### config.mk
export PLATFORM = sky130hd
export DESIGN_NAME = gen_mode_arbiter_flat
export DESIGN_NICKNAME = d
export VERILOG_FILES = /design/src/rtl/gen_mode_arbiter_pkg.sv /design/src/rtl/gen_mode_arbiter_if.sv /design/src/rtl/gen_mode_arbiter_rr_pick.sv /design/src/rtl/gen_mode_arbiter.sv /design/src/flat_wrapper.sv
export SDC_FILE = /design/constraint.sdc
export NUM_CORES = 1
export LEC_CHECK = 0
export BUFFER_PORTS_ARGS = -buffer_cell sky130_fd_sc_hd__buf_2
export CORE_AREA = 2 2 39 41
export CTS_BUF_LIST = sky130_fd_sc_hd__clkbuf_8
export CTS_CLUSTER_SIZE = 10
export DETAILED_ROUTE_END_ITERATION = 7
export DIE_AREA = 0 0 41 43
export PLACE_DENSITY = 0.57
export SYNTH_ARGS = -nofsm -noshare
export SYNTH_HDL_FRONTEND = slang
export SYNTH_HIERARCHICAL = 1
export SYNTH_SLANG_ARGS = --single-unit
### constraint.sdc
create_clock -name clk -period 6.34 [get_ports clk]
set_input_delay 0 -clock clk [delete_from_list [all_inputs] [get_ports clk]]
set_output_delay 0 -clock clk [all_outputs]
set_load 0.005 [all_outputs]
### src/rtl/gen_mode_arbiter_pkg.sv
// Shared types and helpers for the mode-selectable arbiter.
// Holds the policy/state enums and the one-hot to binary index decoder.
package arb_pkg;

  localparam int MAX_REQ   = 16;
  localparam int MAX_IDX_W = 4;

  typedef enum logic [1:0] {
    ARB_FIXED   = 2'd0,
    ARB_RR      = 2'd1,
    ARB_RR_WDOG = 2'd2
  } arb_mode_e;

  typedef enum logic {
    IDLE  = 1'b0,
    OWNED = 1'b1
  } arb_state_e;

  // Width of a binary index over n requesters; never narrower than one bit.
  function automatic int idx_width(input int n);
    return (n > 1) ? $clog2(n) : 1;
  endfunction

  // OR-reduction decode; only meaningful for one-hot or all-zero inputs.
  function automatic logic [MAX_IDX_W-1:0] onehot_to_idx(input logic [MAX_REQ-1:0] oh);
    logic [MAX_IDX_W-1:0] idx;
    idx = '0;
    for (int i = 0; i < MAX_REQ; i++) begin
      if (oh[i]) idx = idx | MAX_IDX_W'(i);
    end
    return idx;
  endfunction

endpackage

### src/rtl/gen_mode_arbiter_if.sv
// Request/grant bundle between the requesters and the arbiter.
// The master side drives requests and done; the slave side (arbiter) drives grants.
interface gen_mode_arbiter_if
  import arb_pkg::*;
#(
  parameter int N_REQ = 3
);
  localparam int IDX_W = idx_width(N_REQ);

  logic [N_REQ-1:0] i_req;
  logic             i_done;
  logic [N_REQ-1:0] o_gnt;
  logic [IDX_W-1:0] o_gnt_idx;
  logic             o_busy;
  logic             o_timeout;

  modport master (
    output i_req, i_done,
    input  o_gnt, o_gnt_idx, o_busy, o_timeout
  );

  modport slave (
    input  i_req, i_done,
    output o_gnt, o_gnt_idx, o_busy, o_timeout
  );

endinterface

### src/rtl/gen_mode_arbiter_rr_pick.sv
// Combinational rotating picker: first masked request at or above ptr, wrapping.
// With ptr tied to zero it degenerates to a lowest-index priority encoder.
module rr_pick #(
  parameter int N_REQ = 3,
  parameter int IDX_W = 2
) (
  input  logic [N_REQ-1:0] req,
  input  logic [IDX_W-1:0] ptr,
  input  logic [N_REQ-1:0] mask,
  output logic             found,
  output logic [IDX_W-1:0] idx
);

  logic [N_REQ-1:0]   cand;
  logic [2*N_REQ-1:0] dbl;
  logic [N_REQ-1:0]   rot;
  logic [IDX_W-1:0]   off;
  logic [IDX_W:0]     sum;

  assign cand = req & mask;

  // Rotate the candidates so ptr lands at bit 0, find the first hit, then undo the rotation.
  // NOTE: every signal written here gets a default first, so no path leaves it
  // holding its old value and no latch is inferred.
  always_comb begin
    found = 1'b0;
    off   = '0;
    dbl   = {cand, cand} >> ptr;
    rot   = dbl[N_REQ-1:0];
    for (int k = 0; k < N_REQ; k++) begin
      if (!found && rot[k]) begin
        found = 1'b1;
        off   = IDX_W'(k);
      end
    end
    sum = {1'b0, ptr} + {1'b0, off};
    if (sum >= (IDX_W+1)'(N_REQ)) sum = sum - (IDX_W+1)'(N_REQ);
    idx = sum[IDX_W-1:0];
  end

endmodule

### src/rtl/gen_mode_arbiter.sv
// Single-owner arbiter with elaboration-time policy: fixed priority, round-robin,
// or round-robin with a hold watchdog. Ownership persists until done, drop or expiry.
module gen_mode_arbiter
  import arb_pkg::*;
#(
  parameter int N_REQ    = 3,
  parameter int MODE     = 1,
  parameter int MAX_HOLD = 16
) (
  input  logic               clk,
  input  logic               rst,
  gen_mode_arbiter_if.slave  bus
);

  localparam int IDX_W = idx_width(N_REQ);

  arb_state_e       state, state_n;
  logic [N_REQ-1:0] gnt, gnt_n;
  logic [N_REQ-1:0] req, mask;
  logic [IDX_W-1:0] ptr_eff, win;
  logic             found, grant, release_c, expire, owner_req, timeout_q;

  assign req       = bus.i_req;
  assign owner_req = |(req & gnt);
  // A timed-out owner sits out the re-arbitration that evicts it.
  assign mask      = expire ? ~gnt : '1;

  rr_pick #(
    .N_REQ (N_REQ),
    .IDX_W (IDX_W)
  ) u_pick (
    .req   (req),
    .ptr   (ptr_eff),
    .mask  (mask),
    .found (found),
    .idx   (win)
  );

  if (MODE == int'(ARB_FIXED)) begin : g_fixed
    assign ptr_eff = '0;
    assign expire  = 1'b0;
  end else if (MODE == int'(ARB_RR) || MODE == int'(ARB_RR_WDOG)) begin : g_rr
    logic [IDX_W-1:0] ptr;

    // NOTE: sequential state uses non-blocking assignments so every flop samples
    // pre-edge values regardless of process evaluation order.
    always_ff @(posedge clk or posedge rst) begin
      if (rst) begin
        ptr <= '0;
      end else if (grant) begin
        ptr <= (win == IDX_W'(N_REQ-1)) ? '0 : win + IDX_W'(1);
      end
    end
    assign ptr_eff = ptr;

    if (MODE == int'(ARB_RR_WDOG) && MAX_HOLD > 0) begin : g_wdog
      localparam int CNT_W = $clog2(MAX_HOLD + 1);
      logic [CNT_W-1:0] cnt;

      always_ff @(posedge clk or posedge rst) begin
        if (rst) begin
          cnt <= '0;
        end else if (grant) begin
          cnt <= '0;
        end else if (state == OWNED && cnt != '1) begin
          cnt <= cnt + CNT_W'(1);
        end
      end

      // Done or a dropped request releases anyway, so expiry only fires on its own.
      assign expire = (state == OWNED) && (cnt == CNT_W'(MAX_HOLD-1)) &&
                      !bus.i_done && owner_req;
    end else begin : g_no_wdog
      assign expire = 1'b0;
    end
  end else begin : g_bad_mode
    $error("gen_mode_arbiter: illegal MODE %0d", MODE);
    assign ptr_eff = '0;
    assign expire  = 1'b0;
  end

  always_ff @(posedge clk or posedge rst) begin
    if (rst) begin
      state     <= IDLE;
      gnt       <= '0;
      timeout_q <= 1'b0;
    end else begin
      state     <= state_n;
      gnt       <= gnt_n;
      timeout_q <= expire;
    end
  end

  always_comb begin
    state_n   = state;
    gnt_n     = gnt;
    grant     = 1'b0;
    release_c = 1'b0;
    case (state)
      IDLE: begin
        grant = found;
      end
      OWNED: begin
        release_c = bus.i_done || !owner_req || expire;
        if (release_c) begin
          grant = found;
          if (!found) begin
            state_n = IDLE;
            gnt_n   = '0;
          end
        end
      end
      default: begin
        state_n = IDLE;
        gnt_n   = '0;
      end
    endcase
    if (grant) begin
      state_n = OWNED;
      gnt_n   = {{(N_REQ-1){1'b0}}, 1'b1} << win;
    end
  end

  assign bus.o_gnt     = gnt;
  assign bus.o_busy    = (state == OWNED);
  assign bus.o_timeout = timeout_q;
  assign bus.o_gnt_idx = IDX_W'(onehot_to_idx(MAX_REQ'(gnt)));

endmodule

### src/flat_wrapper.sv
// flat-port wrapper written by rule: the top's interface ports become plain ports
module gen_mode_arbiter_flat import arb_pkg::*;
#(
  parameter int N_REQ    = 3,
  parameter int MODE     = 1,
  parameter int MAX_HOLD = 16
)
  (clk, rst, bus_i_req, bus_i_done, bus_o_gnt, bus_o_gnt_idx, bus_o_busy, bus_o_timeout);
  gen_mode_arbiter_if #(.N_REQ(N_REQ)) bus_i ();
  input  logic clk;
  input  logic rst;
  input wire logic [$bits(bus_i.i_req)-1:0] bus_i_req;
  input wire logic [$bits(bus_i.i_done)-1:0] bus_i_done;
  output wire logic [$bits(bus_i.o_gnt)-1:0] bus_o_gnt;
  output wire logic [$bits(bus_i.o_gnt_idx)-1:0] bus_o_gnt_idx;
  output wire logic [$bits(bus_i.o_busy)-1:0] bus_o_busy;
  output wire logic [$bits(bus_i.o_timeout)-1:0] bus_o_timeout;
  assign bus_i.i_req = bus_i_req;
  assign bus_i.i_done = bus_i_done;
  assign bus_o_gnt = bus_i.o_gnt;
  assign bus_o_gnt_idx = bus_i.o_gnt_idx;
  assign bus_o_busy = bus_i.o_busy;
  assign bus_o_timeout = bus_i.o_timeout;
  gen_mode_arbiter #(.N_REQ(N_REQ), .MODE(MODE), .MAX_HOLD(MAX_HOLD)) u_core (.clk(clk), .rst(rst), .bus(bus_i));
endmodule
==> results.txt <==
outcome - finished, final reports clean
CP Launch Type - flip-flop
Seq cells post-synth - 6
critical path capture point type - flip-flop
flop-to-flop setup slack - 3.54 ns
f_max - 357 MHz
Post-synth EDFFs - 0
crit share post-route - 44.2%
clock skew - 0.00161 ns
Worst Min Path Start - bus_i_done
TritonCTS buffer count - 3
Iter 0 DRT Violations - 15
chip height - 43 um
global route overflow - 0
Final Core Density - 44.1%
Final Setup Violations - 0
post-synthesis compound-gate area fraction - 18.7%
Adder-Cell Fraction of Synth Area - 9.23%
TritonCTS clock tree - done
Avg Inst Size Synth - 9.21 um2
Distinct cells, synth - 31
count leader, synth - dfrtp_1
Final TNS setup - 0 ns
critical path class - flip-flop to flip-flop
initial antenna violation count - 0
global-route wire length before repair - 1530 um
layout cells sized above 1 - 28.6%
Clock transition at path regs - 0.04 ns
post-synthesis simple-gate area fraction - 25.1%
vias in the first global route - 384
Final Hold Vio Count - 0
mux cell area share after synthesis - 6.15%
Post-synth ARST share - 100%
crit path time final - 2.80 ns
R2R depth - 10
crit path from - u_core/g_rr.ptr[0]$_DFFE_PP0P_
Core Rows - 14
Synth area leader - dfrtp_1
detailed-route wire length - 882 um
wire length per cell - 10.3 um
total power - 290 uW
yosys warns - 6
CORE AREA - 1380 um2
die area - 1760 um2
CP required - 6.44 ns
Resized Gates After CTS - 0
GR Util All Layers - 13.1%
share of the synthesized area in the top cell type - 30.8%
Main synth FF type - dfrtp_1
htree depth - 1
I/O pins - 13
DRC - 0
Worst-Skew Late Latency - 0.22 ns
DRT Pass-1 Iters - 4
Synth Area in XOR/XNOR - 0%
nets - 81
Vias/cell - 4.67
worst vdd ir - 0.225 mV
Root Driver - clkbuf_8
Die Span X - 41 um
Max Slew Vio Count - 0
Power Density - 474 nW/um2
Clock Sinks - 6
Hold WS - 0.110 ns
RR Startpoint - u_core/g_rr.ptr[0]$_DFFE_PP0P_
routability cong. - 0.624
Detailed Place HPWL - 751 um
DRT antenna net count - 0
crit path to - u_core/g_rr.ptr[0]$_DFFE_PP0P_
diode count - 0
area grow syn2layout - 25.1%
top cells by count, synth - dfrtp_1 (6), inv_1 (5), buf_4 (3), nor2_1 (3)
Worst Hold Class - input port to flip-flop
Synth Instances - 53
RSZ-0062 raised after global routing - false
largest net degree at the start of global routing - 7
register area share after synthesis - 30.8%
CP Max Fanout - 6
Arrival @ worst endpoint - 2.90 ns
vias - 402
synthesized cell area - 488 um2
leakage - 0.301 nW
starting density of the core - 35.3%
Max clock buf depth - 2
port bufs - 11
R2R Path End - u_core/g_rr.ptr[0]$_DFFE_PP0P_
most area-consuming cells after synthesis - dfrtp_1 (31%), mux2_4 (6.2%), ha_1 (5.1%), buf_4 (4.6%), fa_1 (4.1%)
total of max-cap violations - 0
largest family of logic cells by synthesized area - simple AND/OR/NAND/NOR gates
==> sequential cells by signal, summed over array words and instances, names as in the netlist <==
signal,count
u_core/bus.o_gnt,3
u_core/g_rr.ptr,2
u_core/bus.o_busy,1
==> cell usage in the layout, fill, tap and decap left out, drive strengths merged, types with 3 or more instances in the layout <==
cell and count:
conb 7, and2 3, clkbuf 3, inv 5, buf 11, nor2 3
nand2 3, dfrtp 6
==> area by class of cell <==
| type | instances | area, um2 |
|---|---|---|
| flip-flops and latches | 6 | 150 |
| fillers | 146 | 773 |
| well taps | 16 | 20.0 |
| repair buffers | 12 | 65.1 |
| inverters | 5 | 18.8 |
| multi-input cells | 44 | 315 |
| clock buffers | 3 | 41.3 |
==> where the power goes <==
part	switching (mW)	total, mW	internal (mW)
Combinational	0.0784	0.166	0.0873
Sequential	0.0146	0.0683	0.0537
Clock	0.0149	0.0556	0.0407
Total	0.108	0.290	0.182
==> metal layers <==
layer / share of wire (%) / GRT usage, %
met1: 51 / 18.4
met2: 45 / 17.5
met3: 3.4 / 3.14
met4: 0 / 8.00
met5: 0 / 0
==> cells by family (layout without fill, tap and decap cells) <==
group,count (synthesis),count (layout)
and+or+nand+nor,21,21
AOI/OAI and AO/OA,11,11
buffers and inverters,8,20
DFF,6,6
adders and majority gates,3,3
other,2,7
muxes,2,2
==> critical path, stage by stage, from the launching register on <==
cell and delay, ns:
dfrtp_1 0.41, nand2b_1 0.17, or4_1 0.39, and3_1 0.21
fa_1 0.54, inv_1 0.05, ha_1 0.18, nor3b_1 0.24
o21a_1 0.19, nor2_1 0.07, mux2_4 0.25
==> timing repair <==
| item | in CTS | in global routing |
|---|---|---|
| hold buffers | 1 | 0 |
| endpoints found under the hold margin | 6 | 0 |
| buffers inserted | 0 | 0 |
==> stage by stage <==
stage | instance area, um2 | cells | worst slack (ns)
4_1_cts | 611 | 86 | 3.52
6_report | 611 | 86 | 3.54
5_1_grt | 611 | 86 | 3.33
2_1_floorplan | 507 | 58 | 3.70
3_5_place_dp | 559 | 82 | 3.53
3_3_place_gp | 559 | 82 | 3.56
==> worst min-delay path by stage <==
stage | depth (start not counted) | slack (ns) | to
CTS | 3 | 0.10 | u_core/bus.o_busy$_DFF_PP0_
global placement | 2 | -0.08 | u_core/bus.o_gnt[1]$_DFFE_PP0P_
global route | 3 | 0.15 | u_core/bus.o_busy$_DFF_PP0_
detailed placement | 2 | -0.08 | u_core/bus.o_gnt[2]$_DFFE_PP0P_
finish | 3 | 0.11 | u_core/bus.o_busy$_DFF_PP0_
floorplan | 1 | -0.21 | u_core/bus.o_busy$_DFF_PP0_
No activity file was read; power rests on OpenSTA's default activity.
